`config.mk`:
```
export PLATFORM = sky130hd
export DESIGN_NAME = timer_clk_sel
export DESIGN_NICKNAME = d
export VERILOG_FILES = /design/src/rtl/timer_clk_sel.sv
export SDC_FILE = /design/constraint.sdc
export NUM_CORES = 1
export LEC_CHECK = 0
export BUFFER_PORTS_ARGS = -buffer_cell sky130_fd_sc_hd__buf_2
export CORE_AREA = 2 2 39 41
export DETAILED_ROUTE_END_ITERATION = 8
export DIE_AREA = 0 0 41 43
export SYNTH_ARGS = -nofsm -noshare
export SYNTH_HDL_FRONTEND = slang
export SYNTH_SLANG_ARGS = --single-unit
```
`constraint.sdc`:
```
create_clock -name pclk -period 1.8 [get_ports pclk]
set_input_delay 0.54 -clock pclk [delete_from_list [all_inputs] [get_ports pclk]]
set_output_delay 0.54 -clock pclk [all_outputs]
set_load 0.01 [all_outputs]
```
`src/rtl/timer_clk_sel.sv`:
```
// Timer clock prescaler: one free-running 4-bit counter supplies pclk/2../16.
// A registered select chooses the timer count clock and a one-cycle count enable.
module timer_clk_sel (
    input  logic       pclk,
    input  logic       preset_n,
    input  logic [1:0] cks,
    output logic       clk2,
    output logic       clk4,
    output logic       clk8,
    output logic       clk16,
    output logic       clk_int,
    output logic       cnt_en
);

    logic [3:0] div_cnt;
    logic [1:0] cks_q;

    always_ff @(posedge pclk or negedge preset_n) begin
        if (!preset_n) begin
            div_cnt <= '0;
            cks_q   <= '0;
        end else begin
            div_cnt <= div_cnt + 4'd1;
            cks_q   <= cks;
        end
    end

    // Divided clocks are plain counter bits, so they are glitch-free and phase-aligned.
    assign clk2  = div_cnt[0];
    assign clk4  = div_cnt[1];
    assign clk8  = div_cnt[2];
    assign clk16 = div_cnt[3];

    // Selection depends only on cks_q, so there is no path from cks to any output.
    always_comb begin
        clk_int = div_cnt[cks_q];
        cnt_en  = 1'b0;
        case (cks_q)
            2'b00:   cnt_en = div_cnt[0];
            2'b01:   cnt_en = &div_cnt[1:0];
            2'b10:   cnt_en = &div_cnt[2:0];
            default: cnt_en = &div_cnt[3:0];
        endcase
    end

endmodule

```
==> results_dict.tcl <==
set metrics [dict create \
    hpwl_um 347 \
    hp-class "in2async" \
    cp-start-kind "flip-flop" \
    path_clk_slew_ns 0.04 \
    crit_path_end_kind "output pin" \
    rsz0062_at_grt "yes" \
    dr.first_iter.drc_count 1 \
    cts_buffers 3 \
    netlist_area_sq_um 243 \
    grt_pass1_vias 182 \
    synth_top_area_share_pct 61.9 \
    stdcell_area_sq_um 387 \
    holdBufCountCts 0 \
    cp-startpoint "div_cnt[0]" \
    drt-total-wl_um 479 \
    grt_max_degree 7 \
    timing.final.crit_share_pct 104 \
    worst-setup-path-type "reg2out" \
    synthCells 16 \
    avgViaCountPerCell 3.86 \
    timing.fmax_mhz 534 \
    die-area_sq_um 1760 \
    vias 189 \
    die_h_um 43 \
    synth-seq-area-share_pct 61.9 \
    place_area_sq_um 315 \
    h-tree-depth 1 \
    hold_viol_final 0 \
    clkSinkCount 6 \
    power_density_nw_per_um2 709 \
    arrival_ns 1.33 \
    yosysUniqueCellTypes 10 \
    maxSlewViolCount 0 \
    fp.dieW_um 41 \
    violations "negative setup slack" \
    row_count 14 \
    cts_root_buf "clkbuf_4" \
    diodes 0 \
    setup_viol 2 \
    coreArea_sq_um 1380 \
    drtPass1Iterations 2 \
    fin_nets 41 \
    synth_area_leader_cell "dfrtp_1" \
    clock_latency_ns 0.24 \
    timing.setup.tns_ns -0.135 \
    skew_ns 0.00332 \
    route.detailed.drc 0 \
    io_buffer_count 9 \
    grt.total_usage_pct 7.31 \
    nFillCells 146 \
    r2r_start "div_cnt[0]" \
    synthTopCellsByArea "dfrtp_1 62%, ha_1 10%, mux4_2 9.3%, mux2i_1 4.1%, xnor2_1 3.6%" \
    total_power_uw 274 \
    cp.required_ns 1.26 \
    grt_pass1_wl_um 759 \
    ys.warnings.count 0 \
    postRouteAntennaNets 0 \
    final_cell_mix "8 x buf_2, 6 x dfrtp_1, 3 x clkbuf_4, 3 x buf_6, 3 x buf_4" \
    maxCapViolCount 0 \
    layout.cells.most_common "buf_2" \
    status "complete, but fails checks" \
    holdWs_ns 0.109 \
    start_util_pct 17.5 \
    final_layout_size_suffix_gt1_share_pct 60.6 \
    cts_tree "done" \
    syn2layout_area_growth_pct 59.3 \
    synth_nets 22 \
    ios 10 \
    postLayoutCoreUtil_pct 27.9 \
    finalWorstSetupSlack_ns -0.0722 \
    path_max_fanout 2 \
    ys_seq_elements 6 \
    avgSynthCellArea_sq_um 15.2 \
    power_leakage_nw 0.202 \
    slew-limit-headroom_pct 91.7 \
    wl_per_cell_um 9.78 \
    clockBufferDepth 2 \
    period_needed_ns 1.87 \
    gp_congestion 0.695 \
    ir_drop_mv 0.313 \
    tightest_slew_ns 0.121 \
    antenna_found_initial 0 \
    gr-total-overflow 0 \
]
-- per-layer routing --
layer  global-route usage (%)  part of all wire [%]
met4                     8.00                   3.8
met5                        0                     0
met2                     8.44                    39
met3                     4.71                    10
met1                     8.00                    46
-- what timing repair did --
| action | in CTS | in global routing |
|---|---|---|
| endpoints found under the setup margin | 2 | 2 |
| setup buffers | 3 | 1 |
| pin swaps | 2 | 1 |
| gates resized for setup | 5 | 0 |
-- synthesized netlist by cell type --
master and count:
inv_1 1, ha_1 2, nand2_1 1, nand3_1 1, mux4_2 1, mux2i_1 1, o22ai_1 1, xnor2_1 1
a21boi_0 1, dfrtp_1 6
-- critical path, stage by stage, from the launching register on --
cell and delay, ns:
dfrtp_1 0.38, buf_6 0.12, mux4_2 0.45, buf_6 0.14
-- final cells by class --
cell class / instances / area (sq um) / area share, %
inverter: 1 / 3.75 / 0.971
sequential: 6 / 150 / 38.8
multi-input combinational: 9 / 93.8 / 24.3
tap: 16 / 20.0 / 5.18
timing repair buffer: 14 / 96.3 / 24.9
clock buffer: 3 / 22.5 / 5.83
-- where the power goes --
group | total [mW] | switching (mW) | internal (mW)
registers | 0.140 | 0.00240 | 0.138
logic | 0.0148 | 0.00610 | 0.00872
clock network | 0.119 | 0.0442 | 0.0751
total | 0.274 | 0.0527 | 0.222
-- cell families after synthesis --
| logic type | share of synthesized area [%] |
|---|---|
| simple gates | 3.60 |
| compound gates | 5.67 |
| buf+inv | 1.54 |
| mux | 13.4 |
| xor+xnor | 3.61 |
| flops | 61.9 |
| fa+ha+maj | 10.3 |
-- metrics by stage --
stage | std cells | setup slack, ns
CTS | 48 | -0.0835
detailed placement | 42 | 0.127
floorplan | 16 | 0.184
global route | 49 | -0.144
finish | 49 | -0.0722
global placement | 42 | 0.152
-- registers in the layout, summed over array words and instances (netlist names) --
signal / cells
cks_q: 2
div_cnt: 4
-- path summary, 6_finish.rpt --
check / end / slack [ns] / cells past startpoint
min: cks_q[1] / 0.11 / 1
min reg2reg: div_cnt[3] / 0.52 / 1
min in group pclk: cks_q[1] / 0.40 / 1
max in group asynchronous: div_cnt[1] / 1.55 / 1
max reg2reg: div_cnt[2] / 0.86 / 2
max: clk_int / -0.07 / 3
Note: power is estimated with default switching activity, not from simulation.
